<file path="config.mk">
export PLATFORM = sky130hd
export DESIGN_NAME = regfile_wb_arbiter_flat
export DESIGN_NICKNAME = d
export VERILOG_FILES = /design/src/rtl/regfile_wb_arbiter_pkg.sv /design/src/rtl/regfile_wb_arbiter_if.sv /design/src/rtl/regfile_wb_arbiter_wb_hold_slot.sv /design/src/rtl/regfile_wb_arbiter.sv /design/src/flat_wrapper.sv
export SDC_FILE = /design/constraint.sdc
export NUM_CORES = 1
export LEC_CHECK = 0
export CORE_MARGIN = 2
export CORE_UTILIZATION = 45
export CTS_BUF_LIST = sky130_fd_sc_hd__clkbuf_4
export DETAILED_ROUTE_END_ITERATION = 8
export HOLD_SLACK_MARGIN = 0.06
export PLACE_DENSITY = 0.78
export SYNTH_ARGS = -nofsm -noshare
export SYNTH_HDL_FRONTEND = slang
export SYNTH_SLANG_ARGS = --single-unit
</file>
<file path="constraint.sdc">
create_clock -name clk -period 5.1 [get_ports clk]
set_input_delay 1.02 -clock clk [delete_from_list [all_inputs] [get_ports clk]]
set_output_delay 1.02 -clock clk [all_outputs]
set_load 0.05 [all_outputs]
</file>
<file path="src/rtl/regfile_wb_arbiter_pkg.sv">
// Shared widths, register constants and grant encoding for the writeback arbiter.
package regfile_wb_arbiter_pkg;
    localparam int WORD_W = 64;
    localparam int REG_W  = 5;
    localparam int CNT_W  = 16;
    localparam logic [REG_W-1:0] ZERO_REG = 5'd31;

    typedef enum logic [1:0] {
        GNT_NONE = 2'd0,
        GNT_ALU  = 2'd1,
        GNT_MEM  = 2'd2
    } grant_e;

    function automatic logic is_zero_reg(input logic [REG_W-1:0] r);
        return r == ZERO_REG;
    endfunction
endpackage

</file>
<file path="src/rtl/regfile_wb_arbiter_if.sv">
// Writeback requester handshakes, regfile write port, bypass lookup and conflict counter.
interface regfile_wb_arbiter_if;
    import regfile_wb_arbiter_pkg::*;

    logic              alu_valid;
    logic              alu_ready;
    logic [REG_W-1:0]  alu_reg;
    logic [WORD_W-1:0] alu_data;
    logic              mem_valid;
    logic              mem_ready;
    logic [REG_W-1:0]  mem_reg;
    logic [WORD_W-1:0] mem_data;
    logic              regWrite;
    logic [REG_W-1:0]  write_reg;
    logic [WORD_W-1:0] write_data;
    logic [REG_W-1:0]  query_reg;
    logic              query_hit;
    logic [WORD_W-1:0] query_data;
    logic [CNT_W-1:0]  conflict_cnt;

    modport slave (
        input  alu_valid, alu_reg, alu_data, mem_valid, mem_reg, mem_data, query_reg,
        output alu_ready, mem_ready, regWrite, write_reg, write_data,
               query_hit, query_data, conflict_cnt
    );

    modport master (
        output alu_valid, alu_reg, alu_data, mem_valid, mem_reg, mem_data, query_reg,
        input  alu_ready, mem_ready, regWrite, write_reg, write_data,
               query_hit, query_data, conflict_cnt
    );
endinterface

</file>
<file path="src/rtl/regfile_wb_arbiter_wb_hold_slot.sv">
// One-entry writeback holding slot; a load on the same edge as a clear keeps the slot full.
module wb_hold_slot
    import regfile_wb_arbiter_pkg::*;
(
    input  logic              clk,
    input  logic              reset,
    input  logic              i_load,
    input  logic              i_clear,
    input  logic [REG_W-1:0]  i_reg,
    input  logic [WORD_W-1:0] i_data,
    output logic              o_valid,
    output logic [REG_W-1:0]  o_reg,
    output logic [WORD_W-1:0] o_data
);
    logic              r_valid;
    logic [REG_W-1:0]  r_reg;
    logic [WORD_W-1:0] r_data;

    always_ff @(posedge clk) begin
        if (reset) begin
            r_valid <= 1'b0;
        end else if (i_load) begin
            r_valid <= 1'b1;
        end else if (i_clear) begin
            r_valid <= 1'b0;
        end
    end

    always_ff @(posedge clk) begin
        if (i_load) begin
            r_reg  <= i_reg;
            r_data <= i_data;
        end
    end

    assign o_valid = r_valid;
    assign o_reg   = r_reg;
    assign o_data  = r_data;
endmodule

</file>
<file path="src/rtl/regfile_wb_arbiter.sv">
// Arbitrates the single regfile write port between ALU and load writeback slots,
// with a registered write stage, a same-cycle bypass lookup and a conflict counter.
module regfile_wb_arbiter
    import regfile_wb_arbiter_pkg::*;
(
    input logic                 clk,
    input logic                 reset,
    regfile_wb_arbiter_if.slave bus
);
    logic              w_alu_v, w_mem_v;
    logic [REG_W-1:0]  w_alu_reg, w_mem_reg;
    logic [WORD_W-1:0] w_alu_data, w_mem_data;
    logic              w_alu_load, w_mem_load;
    logic              w_alu_hit, w_mem_hit, w_out_hit;
    grant_e            w_grant;

    logic              r_regwrite;
    logic [REG_W-1:0]  r_write_reg;
    logic [WORD_W-1:0] r_write_data;
    logic              r_last_alu;
    logic              r_alu_younger;
    logic [CNT_W-1:0]  r_conflict;

    // Ready depends only on slot state and grant, never on the incoming valid.
    assign bus.alu_ready = !w_alu_v || (w_grant == GNT_ALU);
    assign bus.mem_ready = !w_mem_v || (w_grant == GNT_MEM);
    assign w_alu_load    = bus.alu_valid && bus.alu_ready && !is_zero_reg(bus.alu_reg);
    assign w_mem_load    = bus.mem_valid && bus.mem_ready && !is_zero_reg(bus.mem_reg);

    wb_hold_slot u_alu_slot (
        .clk     (clk),
        .reset   (reset),
        .i_load  (w_alu_load),
        .i_clear (w_grant == GNT_ALU),
        .i_reg   (bus.alu_reg),
        .i_data  (bus.alu_data),
        .o_valid (w_alu_v),
        .o_reg   (w_alu_reg),
        .o_data  (w_alu_data)
    );

    wb_hold_slot u_mem_slot (
        .clk     (clk),
        .reset   (reset),
        .i_load  (w_mem_load),
        .i_clear (w_grant == GNT_MEM),
        .i_reg   (bus.mem_reg),
        .i_data  (bus.mem_data),
        .o_valid (w_mem_v),
        .o_reg   (w_mem_reg),
        .o_data  (w_mem_data)
    );

    // Same destination: older slot first to keep WAW order; otherwise round-robin.
    always_comb begin
        w_grant = GNT_NONE;
        if (w_alu_v && w_mem_v) begin
            if (w_alu_reg == w_mem_reg) begin
                w_grant = r_alu_younger ? GNT_MEM : GNT_ALU;
            end else begin
                w_grant = r_last_alu ? GNT_MEM : GNT_ALU;
            end
        end else if (w_alu_v) begin
            w_grant = GNT_ALU;
        end else if (w_mem_v) begin
            w_grant = GNT_MEM;
        end
    end

    always_ff @(posedge clk) begin
        if (reset) begin
            r_regwrite    <= 1'b0;
            r_write_reg   <= '0;
            r_write_data  <= '0;
            r_last_alu    <= 1'b1;
            r_alu_younger <= 1'b0;
            r_conflict    <= '0;
        end else begin
            r_regwrite <= (w_grant != GNT_NONE);
            if (w_grant == GNT_ALU) begin
                r_write_reg  <= w_alu_reg;
                r_write_data <= w_alu_data;
                r_last_alu   <= 1'b1;
            end else if (w_grant == GNT_MEM) begin
                r_write_reg  <= w_mem_reg;
                r_write_data <= w_mem_data;
                r_last_alu   <= 1'b0;
            end
            // The most recent load is the younger one; a joint load makes ALU younger.
            if (w_alu_load) begin
                r_alu_younger <= 1'b1;
            end else if (w_mem_load) begin
                r_alu_younger <= 1'b0;
            end
            if (w_alu_v && w_mem_v && (r_conflict != {CNT_W{1'b1}})) begin
                r_conflict <= r_conflict + 1'b1;
            end
        end
    end

    assign w_alu_hit = w_alu_v && (w_alu_reg == bus.query_reg);
    assign w_mem_hit = w_mem_v && (w_mem_reg == bus.query_reg);
    assign w_out_hit = r_regwrite && (r_write_reg == bus.query_reg);

    always_comb begin
        bus.query_hit  = !is_zero_reg(bus.query_reg) && (w_alu_hit || w_mem_hit || w_out_hit);
        bus.query_data = '0;
        if (w_alu_hit && (r_alu_younger || !w_mem_hit)) begin
            bus.query_data = w_alu_data;
        end else if (w_mem_hit) begin
            bus.query_data = w_mem_data;
        end else if (w_out_hit) begin
            bus.query_data = r_write_data;
        end
    end

    assign bus.regWrite     = r_regwrite;
    assign bus.write_reg    = r_write_reg;
    assign bus.write_data   = r_write_data;
    assign bus.conflict_cnt = r_conflict;
endmodule

</file>
<file path="src/flat_wrapper.sv">
// flat-port wrapper written by rule: the top's interface ports become plain ports
module regfile_wb_arbiter_flat import regfile_wb_arbiter_pkg::*;
  (clk, reset, bus_alu_valid, bus_alu_reg, bus_alu_data, bus_mem_valid, bus_mem_reg, bus_mem_data, bus_query_reg, bus_alu_ready, bus_mem_ready, bus_regWrite, bus_write_reg, bus_write_data, bus_query_hit, bus_query_data, bus_conflict_cnt);
  regfile_wb_arbiter_if bus_i ();
  input logic clk;
  input logic reset;
  input wire logic [$bits(bus_i.alu_valid)-1:0] bus_alu_valid;
  input wire logic [$bits(bus_i.alu_reg)-1:0] bus_alu_reg;
  input wire logic [$bits(bus_i.alu_data)-1:0] bus_alu_data;
  input wire logic [$bits(bus_i.mem_valid)-1:0] bus_mem_valid;
  input wire logic [$bits(bus_i.mem_reg)-1:0] bus_mem_reg;
  input wire logic [$bits(bus_i.mem_data)-1:0] bus_mem_data;
  input wire logic [$bits(bus_i.query_reg)-1:0] bus_query_reg;
  output wire logic [$bits(bus_i.alu_ready)-1:0] bus_alu_ready;
  output wire logic [$bits(bus_i.mem_ready)-1:0] bus_mem_ready;
  output wire logic [$bits(bus_i.regWrite)-1:0] bus_regWrite;
  output wire logic [$bits(bus_i.write_reg)-1:0] bus_write_reg;
  output wire logic [$bits(bus_i.write_data)-1:0] bus_write_data;
  output wire logic [$bits(bus_i.query_hit)-1:0] bus_query_hit;
  output wire logic [$bits(bus_i.query_data)-1:0] bus_query_data;
  output wire logic [$bits(bus_i.conflict_cnt)-1:0] bus_conflict_cnt;
  assign bus_i.alu_valid = bus_alu_valid;
  assign bus_i.alu_reg = bus_alu_reg;
  assign bus_i.alu_data = bus_alu_data;
  assign bus_i.mem_valid = bus_mem_valid;
  assign bus_i.mem_reg = bus_mem_reg;
  assign bus_i.mem_data = bus_mem_data;
  assign bus_i.query_reg = bus_query_reg;
  assign bus_alu_ready = bus_i.alu_ready;
  assign bus_mem_ready = bus_i.mem_ready;
  assign bus_regWrite = bus_i.regWrite;
  assign bus_write_reg = bus_i.write_reg;
  assign bus_write_data = bus_i.write_data;
  assign bus_query_hit = bus_i.query_hit;
  assign bus_query_data = bus_i.query_data;
  assign bus_conflict_cnt = bus_i.conflict_cnt;
  regfile_wb_arbiter u_core (.clk(clk), .reset(reset), .bus(bus_i));
endmodule
</file>
# Yosys cells after proc, flatten, opt, wreduce, memory -nomap -nowiden
# Index checks and enable logic that the tools add are counted.
dict set report word_totals {
  reg_bits 228
  out_inout_bits 153
  in_bits 147
}
dict set report op_classes {
  reduce_logical 28
  add_sub_neg 1
  mux 19
  eq_ne 10
}
# operator count
set ops {}
lappend ops {{64-bit two-way mux} 5}
lappend ops {{5-bit equality test} 4}
lappend ops {{16-bit by 1-bit adder with 16-bit output, second input constant} 1}
lappend ops {{16-bit inequality test, second input constant} 1}
lappend ops {{5-bit equality test, second input constant} 3}
lappend ops {{2-bit two-way mux} 6}
lappend ops {{1-bit logical AND} 11}
lappend ops {{5-bit two-way mux} 2}
lappend ops {{2-bit nonzero test} 5}
lappend ops {{1-bit logical NOT} 6}
lappend ops {{1-bit two-way mux} 6}
lappend ops {{1-bit logical OR} 5}
lappend ops {{2-bit by 1-bit equality test with 1-bit output, second input constant} 1}
lappend ops {{2-bit equality test, second input constant} 1}
lappend ops {{2-bit OR reduction} 1}

# Logic depth before layout (Yosys ltp)
# Gate-level depths: netlist (run 1).
dict set report logic_depth {
  word_depth 9
  mapped_depth 7
}

# By module
# Synthesis (run 1) repeated with hierarchy kept, for this count alone.
dict set report hier_totals {
  cells_unflattened 764
  hier_area_um2 9651.8
}
# module seq_area_each_um2 cells_each area_each_um2 n_inst
set modules_own_cells {}
lappend modules_own_cells {regfile_wb_arbiter 1761.7 618 5430.2 1}
lappend modules_own_cells {wb_hold_slot 2092.0 73 2110.8 2}

# Worst setup path before layout (run 1)
# Ideal clock, no wire load.
dict set report synth_timing {
  path_kind {reg2reg}
  startpoint {reg u_core.u_mem_slot.r_reg[1], in the netlist u_core.u_mem_slot.o_reg[1]}
  endpoint {reg u_core.u_mem_slot.r_data[0], in the netlist u_core.u_mem_slot.o_data[0], enable pin}
  path_buffers 1
  t_required_ns 4.561
  arrival_ns 4.754
  setup_slack_ns -0.193
  stages_incl_launch_ff 6
  path_cell_list {edfxtp_1 > xor2_1 > nor3_2 > nand2_1 > buf_2 > a31oi_1}
}
dict set report synth_between {
  elab_chain_len 7
}
# element line_no
set synth_lines {}
lappend synth_lines {{start, declared} regfile_wb_arbiter_wb_hold_slot.sv:16} ;# logic [REG_W-1:0] r_reg;
lappend synth_lines {{start signal, assigned} regfile_wb_arbiter_wb_hold_slot.sv:31} ;# r_reg <= i_reg;
lappend synth_lines {{5-bit equality test} regfile_wb_arbiter.sv:58} ;# if (w_alu_reg == w_mem_reg) begin
lappend synth_lines {{2-bit two-way mux} regfile_wb_arbiter.sv:58}
lappend synth_lines {{2-bit two-way mux} regfile_wb_arbiter.sv:57} ;# if (w_alu_v && w_mem_v) begin
lappend synth_lines {{2-bit equality test} regfile_wb_arbiter.sv:26} ;# assign bus.mem_ready = !w_mem_v || (w_grant == GNT_MEM);
lappend synth_lines {{1-bit logical OR} regfile_wb_arbiter.sv:26}
lappend synth_lines {{1-bit logical AND (2 in series)} regfile_wb_arbiter.sv:28} ;# assign w_mem_load = bus.mem_valid && bus.mem_ready && !is_zero_reg(bus.mem_reg);
lappend synth_lines {{net u_core.u_mem_slot.i_load} regfile_wb_arbiter_wb_hold_slot.sv:7} ;# input logic i_load,
lappend synth_lines {{end signal, assigned} regfile_wb_arbiter_wb_hold_slot.sv:32} ;# r_data <= i_data;
lappend synth_lines {{end, declared} regfile_wb_arbiter_wb_hold_slot.sv:17} ;# logic [WORD_W-1:0] r_data;
# The timed path passes the listed nets, and every way through them passes these cells.
# A chain may end at the register's enable or synchronous reset.

# Worst setup path after layout (run 1)
dict set report layout_timing {
  startpoint {in bus_query_reg[1]}
  endpoint {out bus_query_data[31]}
}
dict set report layout_between {
  elab_chain_len 6
}
# element line_no
set layout_lines {}
lappend layout_lines {{start, declared} flat_wrapper.sv:13} ;# input wire logic [$bits(bus_i.query_reg)-1:0] bus_query_reg;
lappend layout_lines {{5-bit equality test} regfile_wb_arbiter.sv:102} ;# assign w_mem_hit = w_mem_v && (w_mem_reg == bus.query_reg);
lappend layout_lines {{1-bit logical AND} regfile_wb_arbiter.sv:102}
lappend layout_lines {{1-bit logical NOT} regfile_wb_arbiter.sv:108} ;# if (w_alu_hit && (r_alu_younger || !w_mem_hit)) begin
lappend layout_lines {{1-bit logical OR} regfile_wb_arbiter.sv:108}
lappend layout_lines {{1-bit logical AND} regfile_wb_arbiter.sv:108}
lappend layout_lines {{64-bit two-way mux *} regfile_wb_arbiter.sv:108}
lappend layout_lines {{end, declared} flat_wrapper.sv:20} ;# output wire logic [$bits(bus_i.query_data)-1:0] bus_query_data;
# Mark *: on every way between the ends. The rest lies on a longest branch, timed or not.

==> results.toml, run 1 <==
[clock_tree]
ctsHoldBuffers = 0
tritoncts = "done"
post_cts.resized_instances = 0
numCtsBuffers = 59
max_clock_buf_depth = 3
clkSlewWorstSetupHoldPaths_ps = 80
cts_num_sinks = 228
clock-root-buffer = "sky130_fd_sc_hd__clkbuf_4"
cts_htree_levels = 2
cts.repair_timing.setup_buffer_count = 0
clkLatencyLatePin_ps = 690

[power]
overall_power_mw = 4.83
total_leakage_power_nw = 5.65
share_seq_of_total_power = 0.459
power_switching_share = 0.302
power.density_nw_per_um2 = 309
power.share.combinational = 0.200
p_int_mw = 3.37
clock_power_share = 0.341
power.net_switching_mw = 1.46
peakVddDrop_mv = 0.207

[synthesis]
synth_fp_nets = 1151
yosys_warnings = 0
postSynthRegisterBits = 228
syn_inst = 1003
syn-mean-instance-area_um2 = 10.9
synth_edf_count = 138
ys_types = 41
fraction_of_the_yosys_area_taken_by_sequential_cells = 0.542
synth-main-ff-cell = "sky130_fd_sc_hd__edfxtp_1"
mappedNetlistArea_um2 = 11000
postSynth.asyncResetShare = 0

[drt]
wl_per_cell_um = 21.9
drt_initial_violations = 916
drt-vias-per-instance = 6.06
antenna_left = 0
totalWireLength_mm = 36.2
route.vias.total = 10000
drtPass1Iterations = 7
drc = 0

[setup_path]
slowest_delay_ps = 590
critPathMaxFanout = 36
worst-endpoint-required_ps = 4080
cpLargestDelayFamily = "buffers and inverters"
crit_chain = "clkdlybuf4s50_1 > xor2_1 > nor4_1 > nand3_4 > a41o_2 > buf_4 > o221a_1 > buf_12"
crit_path_end_kind = "output pin"
critical_path_buf_inv_count = 3
critPathLaunchType = "input pin"
crit_path_top_delay_cell = "sky130_fd_sc_hd__nor4_1"
criticalPathCategory = "input pin to output pin"
worst_ep_arrival_time_ps = 3640

[floorplanning]
die-width_um = 160
core_um2 = 24100
top_level_ports = 300
floorplan.die.height_um = 160
fp.dieArea_um2 = 25700
initial_standard_cell_utilization_of_the_core = 0.455
number_of_rows_created_at_floorplan = 57

[timing]
min_period_over_period = 0.914
fin_tns_setup_ps = 0
timing_hold_violations_final = 0
timing.final.ws_setup_ps = 436
max_slew.worst_pin.slew_ps = 1120
setup-violations-final = 0
clock-skew-final_ps = 42.7
max-slew-margin-rel = 0.251
grt_setup_unrepaired = "false"
max_freq_mhz = 214
min_cycle_time_layout_ps = 4660
report.final.slew_viol_count = 0

[cells_and_area]
finish.utilization = 0.649
finish.net_count = 1427
drive_above_1_share = 0.160
syn2layout_area_growth_pct = 42.5

[global_route]
first_global_vias = 10200
globalRoute.totalOverflow = 0
grt_pass1_wl_mm = 56.0
globalRouteTotalUtil = 0.272
grt_max_degree = 71
antenna_violations_before_repair = 2

[placed_design]
port_buffers = 299
place_hpwl_mm = 21.8
place.gp.congestion = 0.871
dpl_worst_slack_ps = 458

[min_path]
hp-class = "register to register"

[job]
maxCapViolCount = 0

[outcome]
run_status = "complete, no violations"
==> cell families after synthesis <==
| group | count (synthesis) | synth area share |
|---|---|---|
| muxes | 70 | 0.0638 |
| and+or+nand+nor | 266 | 0.114 |
| xor gates and xnor gates | 33 | 0.0263 |
| AOI/OAI and AO/OA | 295 | 0.206 |
| DFF | 228 | 0.542 |
| buffers and inverters | 110 | 0.0465 |
| adders and majority gates | 1 | 0.00114 |
==> cell usage in the layout, fill, tap and decap left out, types with 6 or more instances in the layout <==
cell / synthesis / layout
sky130_fd_sc_hd__a211oi_1: 137 / 137
sky130_fd_sc_hd__a21oi_1: 72 / 72
sky130_fd_sc_hd__buf_12: 0 / 69
sky130_fd_sc_hd__buf_4: 2 / 19
sky130_fd_sc_hd__clkbuf_4: 0 / 102
sky130_fd_sc_hd__clkdlybuf4s50_1: 0 / 233
sky130_fd_sc_hd__clkinv_1: 1 / 7
sky130_fd_sc_hd__dfxtp_1: 90 / 88
sky130_fd_sc_hd__edfxtp_1: 138 / 138
sky130_fd_sc_hd__mux2i_1: 70 / 70
sky130_fd_sc_hd__nand2_1: 11 / 10
sky130_fd_sc_hd__nand3_1: 138 / 136
sky130_fd_sc_hd__nand4_1: 6 / 6
sky130_fd_sc_hd__nor2_1: 91 / 90
sky130_fd_sc_hd__o21ai_0: 6 / 6
sky130_fd_sc_hd__o221a_1: 60 / 60
sky130_fd_sc_hd__xnor2_1: 7 / 7
sky130_fd_sc_hd__xor2_1: 26 / 26
==> metal layers <==
layer / vias up / track usage / wire [um] / share of wire
met2: 602 / 0.457 / 17600 / 0.49
li1: 4506 / - / - / -
met3: 79 / 0.0681 / 3350 / 0.093
met5: - / 0 / 0 / 0
met1: 4844 / 0.337 / 14200 / 0.39
met4: 0 / 0.110 / 998 / 0.028
==> area by class of cell <==
cell class / count / area [um^2]
multi-input combinational: 665 / 4600
sequential: 228 / 5950
clock buffer: 102 / 766
antenna: 2 / 5.00
fill: 1850 / 8470
inverter: 4 / 15.0
tap: 324 / 405
clock inverter: 8 / 31.3
timing repair buffer: 321 / 3860
==> Yosys cell counts, types with 2 or more instances <==
master                       n  share of area
sky130_fd_sc_hd__a211oi_1  137          0.094
sky130_fd_sc_hd__a21o_1      2         0.0014
sky130_fd_sc_hd__a21oi_1    72          0.033
sky130_fd_sc_hd__a31oi_1     4         0.0023
sky130_fd_sc_hd__and2_1      3         0.0017
sky130_fd_sc_hd__and3_1      5         0.0029
sky130_fd_sc_hd__and4_1      3         0.0024
sky130_fd_sc_hd__buf_1       9         0.0031
sky130_fd_sc_hd__buf_2      30          0.014
sky130_fd_sc_hd__buf_4       2         0.0014
sky130_fd_sc_hd__buf_6       7         0.0072
sky130_fd_sc_hd__clkbuf_1   58          0.020
sky130_fd_sc_hd__dfxtp_1    90           0.16
sky130_fd_sc_hd__edfxtp_1  138           0.38
sky130_fd_sc_hd__inv_1       3         0.0010
sky130_fd_sc_hd__mux2i_1    70          0.064
sky130_fd_sc_hd__nand2_1    11         0.0038
sky130_fd_sc_hd__nand3_1   138          0.063
sky130_fd_sc_hd__nand4_1     6         0.0034
sky130_fd_sc_hd__nor2_1     91          0.031
sky130_fd_sc_hd__nor3_1      2        0.00091
sky130_fd_sc_hd__nor4_1      4         0.0023
sky130_fd_sc_hd__o211ai_1    2         0.0014
sky130_fd_sc_hd__o21ai_0     6         0.0027
sky130_fd_sc_hd__o221a_1    60          0.062
sky130_fd_sc_hd__o221a_2     4         0.0041
sky130_fd_sc_hd__xnor2_1     7         0.0056
sky130_fd_sc_hd__xor2_1     26          0.021
==> through the flow <==
stage	area (um^2)	hold WS (ps)	std cells
after global routing	15600	584	1654
after CTS	15600	561	1652
final	15600	553	1654
after floorplan	11000	487	1003
after detailed placement	14800	535	1542
after global placement	14800	534	1542
==> tightest hold or removal path: cells and delay by family, from the launching register on <==
family | cells | cell delay (ps)
flip-flops | 1 | 360
XOR/XNOR | 1 | 80
AND/OR/NAND/NOR | 1 | 80
==> worst paths after layout <==
kind	start	end	slack, ps	cells past startpoint
setup / recovery	bus_query_reg[1]	bus_query_data[31]	440	8
hold / removal	u_core.bus.conflict_cnt[15]$_SDFFE_PP0P_	u_core.bus.conflict_cnt[15]$_SDFFE_PP0P_	550	2
setup reg to reg	u_core.u_mem_slot.o_valid$_SDFFE_PP0P_	u_core.bus.write_data[54]$_SDFFE_PP0P_	1930	5
hold reg to reg	u_core.bus.conflict_cnt[15]$_SDFFE_PP0P_	u_core.bus.conflict_cnt[15]$_SDFFE_PP0P_	550	2
==> power groups by stage <==
stage | registers (mW) | clock network (mW) | logic, mW
floorplan | 2.42 | 0 | 0.369
global placement | 2.25 | 0 | 0.946
detailed placement | 2.25 | 0 | 0.959
CTS | 2.21 | 1.68 | 0.963
global route | 2.23 | 1.78 | 1.01
finish | 2.22 | 1.65 | 0.964
Power figures use the tool's default switching activity.
==> run 2: changes to the inputs <==
Settings changed: CELL_PAD_IN_SITES_DETAIL_PLACEMENT set to 1, CELL_PAD_IN_SITES_GLOBAL_PLACEMENT set to 2, CORE_UTILIZATION 45 to 28, PLACE_DENSITY 0.78 to unset, PLACE_DENSITY_LB_ADDON set to 0.1.
==> run 2 against run 1 <==
Effect of this change:
- wire length up 24%
- global-route usage shrank 5.4 points
- maximum frequency shrank 2.0%
- critical endpoint is now bus_query_data[53]
- critical path depth shrank 2
- cell area is 1.9% higher
- critical path type unchanged
- total power is 7.2% higher
- register-to-register slack lost 60 ps
- first-iteration DRC count shrank 50%
- via count down 2.4%
==> results.toml, run 2 (synthesis gave the netlist of run 1 again) <==
[power]
power.share.combinational = 0.188
power.net_switching_mw = 1.60
total_leakage_power_nw = 5.74
share_seq_of_total_power = 0.431
peakVddDrop_mv = 0.142
p_int_mw = 3.57
power.density_nw_per_um2 = 325
clock_power_share = 0.381
power_switching_share = 0.310

[setup_path]
slowest_delay_ps = 920
criticalPathCategory = "input pin to output pin"
critPathMaxFanout = 64
worst-endpoint-required_ps = 4080
critPathLaunchType = "input pin"
worst_ep_arrival_time_ps = 3740
worst-r2r-setup-slack_ps = 1870
crit_path_top_delay_cell = "sky130_fd_sc_hd__a41o_4"
critical_path_buf_inv_count = 2
crit_path_end_kind = "output pin"
r2r_cells = 6
cpLargestDelayFamily = "compound AO/OA/AOI/OAI gates"
critical_path_depth = 6
crit_chain = "clkdlybuf4s50_1 > xor2_1 > nor4_2 > a41o_4 > o221a_1 > buf_12"

[cells_and_area]
final_common_cell = "sky130_fd_sc_hd__clkdlybuf4s50_1"
drive_above_1_share = 0.171
n_fill_cell = 4214
syn2layout_area_growth_pct = 45.2
layout.cells.most_common_list = "sky130_fd_sc_hd__clkdlybuf4s50_1 (233), sky130_fd_sc_hd__edfxtp_1 (138), sky130_fd_sc_hd__a211oi_1 (137)"
sequential_cell_area_um2 = 5950
multiInputGateArea_um2 = 4620
finish.instance_area_um2 = 15900
finish.net_count = 1441

[timing]
fin_tns_setup_ps = 0
setup-violations-final = 0
report.final.slew_viol_count = 0
max_freq_mhz = 210
min_cycle_time_layout_ps = 4760
clock-skew-final_ps = 34.8
min_period_over_period = 0.934
grt_setup_unrepaired = "false"
timing_hold_violations_final = 0
max_slew.worst_pin.slew_ps = 1210
max-slew-margin-rel = 0.195

[placed_design]
placement.cell_area_um2 = 15000
place.gp.congestion = 0.758
port_buffers = 299
place_hpwl_mm = 27.2

[drt]
drt-vias-per-instance = 5.23
route.vias.total = 9795
drt_initial_violations = 455
antenna_left = 0
drtPass1Iterations = 5
totalWireLength_mm = 44.8
wl_per_cell_um = 24.0
drc = 0

[global_route]
globalRouteTotalUtil = 0.218
antenna_violations_before_repair = 9
first_global_vias = 10600
globalRoute.totalOverflow = 0
grt_pass1_wl_mm = 67.8
grt_max_degree = 105

[floorplanning]
core_um2 = 38600
top_level_ports = 300
fp.dieArea_um2 = 40800
number_of_rows_created_at_floorplan = 72
initial_standard_cell_utilization_of_the_core = 0.284
floorplan.die.height_um = 202
die-width_um = 202

[clock_tree]
ctsHoldBuffers = 0
clock-root-buffer = "sky130_fd_sc_hd__clkbuf_4"
cts_num_sinks = 228
max_clock_buf_depth = 3
clkLatencyLatePin_ps = 750
post_cts.resized_instances = 0
tritoncts = "done"
numCtsBuffers = 72
clkSlewWorstSetupHoldPaths_ps = 60
cts.repair_timing.setup_buffer_count = 0
cts_htree_levels = 3

[min_path]
worst_hold_path.num_cells = 2
hp-class = "register to register"

[job]
maxCapViolCount = 0

[outcome]
run_status = "complete, no violations"
run 2: changes by cell type in the layout (fill, tap and decap cells not counted):
cell,delta
sky130_fd_sc_hd__clkbuf_4,+17
sky130_fd_sc_hd__buf_4,+12
sky130_fd_sc_hd__buf_12,-11
sky130_fd_sc_hd__clkinv_1,+3
sky130_fd_sc_hd__diode_2,+2
sky130_fd_sc_hd__a41o_2,-1
sky130_fd_sc_hd__a41o_4,+1
sky130_fd_sc_hd__and2_2,-1
sky130_fd_sc_hd__and2_4,+1
sky130_fd_sc_hd__bufinv_16,+1
sky130_fd_sc_hd__nand2_2,-1
sky130_fd_sc_hd__nand2_4,+1
run 2: worst reg2reg max path: stages, from the launching register on:
cell and delay (ps):
sky130_fd_sc_hd__edfxtp_1 470, sky130_fd_sc_hd__xor2_1 220, sky130_fd_sc_hd__nor3_2 370, sky130_fd_sc_hd__a31o_4 480, sky130_fd_sc_hd__a21oi_1 240, sky130_fd_sc_hd__nor2_4 680
sky130_fd_sc_hd__buf_12 410
run 2: final timing paths:
| kind | from | to |
|---|---|---|
| hold reg to reg | u_core.r_last_alu$_SDFFE_PP1N_ | u_core.r_last_alu$_SDFFE_PP1N_ |
| hold / removal | u_core.r_last_alu$_SDFFE_PP1N_ | u_core.r_last_alu$_SDFFE_PP1N_ |
| setup reg to reg | u_core.u_mem_slot.o_reg[1]$_DFFE_PP_ | u_core.u_alu_slot.o_data[4]$_DFFE_PP_ |
| setup / recovery | bus_query_reg[2] | bus_query_data[53] |
run 2: power by group through the flow:
stage	clock, mW	combinational (mW)	sequential [mW]
floorplan	0	0.369	2.42
global placement	0	0.973	2.27
detailed placement	0	0.981	2.27
CTS	2.06	0.985	2.23
global route	2.15	1.03	2.25
finish	1.97	0.974	2.23
run 2: stage by stage:
stage | cells | setup slack (ps) | hold WS, ps | util | total power, mW
2_1_floorplan | 1003 | 450 | 487 | - | 2.79
6_report | 1872 | 339 | 557 | 0.412 | 5.18
5_1_grt | 1870 | 143 | 580 | 0.412 | 5.43
3_3_place_gp | 1737 | 327 | 522 | 0.387 | 3.24
4_1_cts | 1868 | 283 | 562 | 0.412 | 5.27
3_5_place_dp | 1737 | 293 | 541 | 0.387 | 3.25
run 2: layer usage:
layer,up-vias,track usage,share of wire
met1,4861,0.280,0.45
met5,-,0,0.0018
met3,79,0.0656,0.063
met2,301,0.352,0.46
li1,4542,-,-
met4,12,0.0680,0.022
run 2: cell type report:
class / count / share of cell area
Sequential cell: 228 / 0.373
Multi-Input combinational cell: 665 / 0.290
Timing Repair Buffer: 322 / 0.234
Clock buffer: 119 / 0.0560
Tap cell: 518 / 0.0407
Clock inverter: 12 / 0.00447
Inverter: 4 / 0.00102
Antenna cell: 4 / 0.000628
==> run 3: changes to the inputs <==
Settings changed: CORE_MARGIN 2 to unset, GPL_TIMING_DRIVEN set to 0, REMOVE_ABC_BUFFERS set to 1.
==> run 3 against run 2 <==
Effect of this change:
- non-clock buffer count rose by 16
- critical path depth rose by 3
- via count rose by 2.5%
- cell area fell by 0.82%
- hold slack got worse by 10 ps
- clock-buffer cell count rose by 6
==> results.toml, run 3 (synthesis gave the netlist of run 1 again) <==
[power]
total_leakage_power_nw = 5.98
power.density_nw_per_um2 = 330
power.share.combinational = 0.192
clock_power_share = 0.381
peakVddDrop_mv = 0.188
power_switching_share = 0.313
power.net_switching_mw = 1.63
share_seq_of_total_power = 0.427
overall_power_mw = 5.21
p_int_mw = 3.58

[setup_path]
worst-endpoint-required_ps = 4080
criticalPathCategory = "input pin to output pin"
crit_chain = "clkdlybuf4s50_1 > xor2_1 > nor4_1 > nand3_4 > o21bai_4 > buf_12 > buf_12 > o221a_1 > dlygate4sd2_1"
crit_path_end_kind = "output pin"
crit_path_top_delay_cell = "sky130_fd_sc_hd__clkdlybuf4s50_1"
critPathMaxFanout = 24
slowest_delay_ps = 550
cell_type_with_the_highest_occurrence_count_on_the_critical_path = "sky130_fd_sc_hd__buf_12"
cpLargestDelayFamily = "buffers and inverters"
worst_ep_arrival_time_ps = 3950
critPathLaunchType = "input pin"
critical_path_buf_inv_count = 4

[global_route]
grt_max_degree = 75
antenna_violations_before_repair = 6
first_global_vias = 10600
globalRouteTotalUtil = 0.227
grt_pass1_wl_mm = 67.1
globalRoute.totalOverflow = 0

[cells_and_area]
multiInputGateArea_um2 = 4660
finish.utilization = 0.409
syn2layout_area_growth_pct = 44.1
final_common_cell = "sky130_fd_sc_hd__clkdlybuf4s50_1"
layout.cells.most_common_list = "sky130_fd_sc_hd__clkdlybuf4s50_1 (234), sky130_fd_sc_hd__edfxtp_1 (138), sky130_fd_sc_hd__a211oi_1 (137)"
drive_above_1_share = 0.159
sequential_cell_area_um2 = 5950
n_fill_cell = 4226
finish.net_count = 1460

[drt]
antenna_left = 0
routed-wl-met2_mm = 22.3
routed-wl-met3_mm = 3.07
drtPass1Iterations = 5
route.vias.total = 10000
detail_route.wirelength.met1_mm = 19.6
wl_per_cell_um = 24.3
drt_initial_violations = 477
drt-vias-per-instance = 5.30
topRoutingLayerUsed = "met4"
drc = 0
totalWireLength_mm = 46.0

[floorplanning]
die-width_um = 200
fp.dieArea_um2 = 40000
floorplan.die.height_um = 200
initial_standard_cell_utilization_of_the_core = 0.284
top_level_ports = 300
core_um2 = 38600
number_of_rows_created_at_floorplan = 72

[timing]
max-slew-margin-rel = 0.384
min_cycle_time_layout_ps = 4970
max_slew.worst_pin.slew_ps = 924
setup-violations-final = 0
timing_hold_violations_final = 0
grt_setup_unrepaired = "false"
max_freq_mhz = 201
clock-skew-final_ps = 47.2
min_period_over_period = 0.974
fin_tns_setup_ps = 0
report.final.slew_viol_count = 0

[job]
maxCapViolCount = 0

[clock_tree]
max_clock_buf_depth = 3
clkLatencyLatePin_ps = 750
clkSlewWorstSetupHoldPaths_ps = 60
ctsHoldBuffers = 0
numCtsBuffers = 74
cts_num_sinks = 228
tritoncts = "done"
clock-root-buffer = "sky130_fd_sc_hd__clkbuf_4"
cts_htree_levels = 3

[placed_design]
place.gp.congestion = 0.753
place_hpwl_mm = 28.3
port_buffers = 299

[min_path]
hp-class = "register to register"

[outcome]
run_status = "complete, no violations"
==> run 3: cell type report <==
type / count / share of cell area
clock inverters: 9 / 0.00222
diodes: 8 / 0.00127
flip-flops and latches: 228 / 0.377
multi-input cells: 666 / 0.295
repair buffers: 338 / 0.224
inverters: 4 / 0.00103
clock buffers: 125 / 0.0594
well taps: 518 / 0.0410
==> run 3: path summary, 6_finish.rpt <==
kind	startpoint	endpoint	slack (ps)	cells after the start
hold reg to reg	u_core.bus.conflict_cnt[15]$_SDFFE_PP0P_	u_core.bus.conflict_cnt[15]$_SDFFE_PP0P_	550	2
setup reg to reg	u_core.u_mem_slot.o_reg[1]$_DFFE_PP_	u_core.u_alu_slot.o_data[35]$_DFFE_PP_	1530	8
setup / recovery	bus_query_reg[1]	bus_query_data[39]	130	9
hold / removal	u_core.bus.conflict_cnt[15]$_SDFFE_PP0P_	u_core.bus.conflict_cnt[15]$_SDFFE_PP0P_	550	2
==> run 3: tightest hold or removal path: stages (launching register included) <==
cell and delay, ps:
sky130_fd_sc_hd__dfxtp_1 360, sky130_fd_sc_hd__xor2_1 80, sky130_fd_sc_hd__nor2_1 70
==> run 3: timing repair <==
item | CTS | global route
gates resized for setup | 62 | 65
pin swaps | 3 | 0
buffers inserted | 4 | 3
endpoints found under the hold margin | 0 | 0
setup endpoints to repair | 65 | 40
cloned | 1 | 0
==> run 3: power by group through the flow <==
stage | Clock [mW] | Combinational (mW) | Sequential (mW)
3_3_place_gp | 0 | 0.924 | 2.30
3_5_place_dp | 0 | 0.999 | 2.26
6_report | 1.99 | 1.00 | 2.22
2_1_floorplan | 0 | 0.320 | 2.45
5_1_grt | 2.15 | 1.06 | 2.24
4_1_cts | 2.06 | 1.00 | 2.23
==> run 3: metrics by stage <==
step                setup slack [ps]  cell area, um^2  std cells  hold WS, ps
floorplan                      -4240            10500        897          486
global placement              -13370            14100       1714          527
detailed placement              -625            14900       1746          538
CTS                             3.45            15800       1885          557
global route                   0.131            15800       1894          599
finish                           130            15800       1896          547
==> run 3: layer usage <==
layer	GRT usage	up-vias
met2	0.372	315
met4	0.0868	0
li1	-	4599
met3	0.0659	72
met1	0.280	5054
met5	0	-
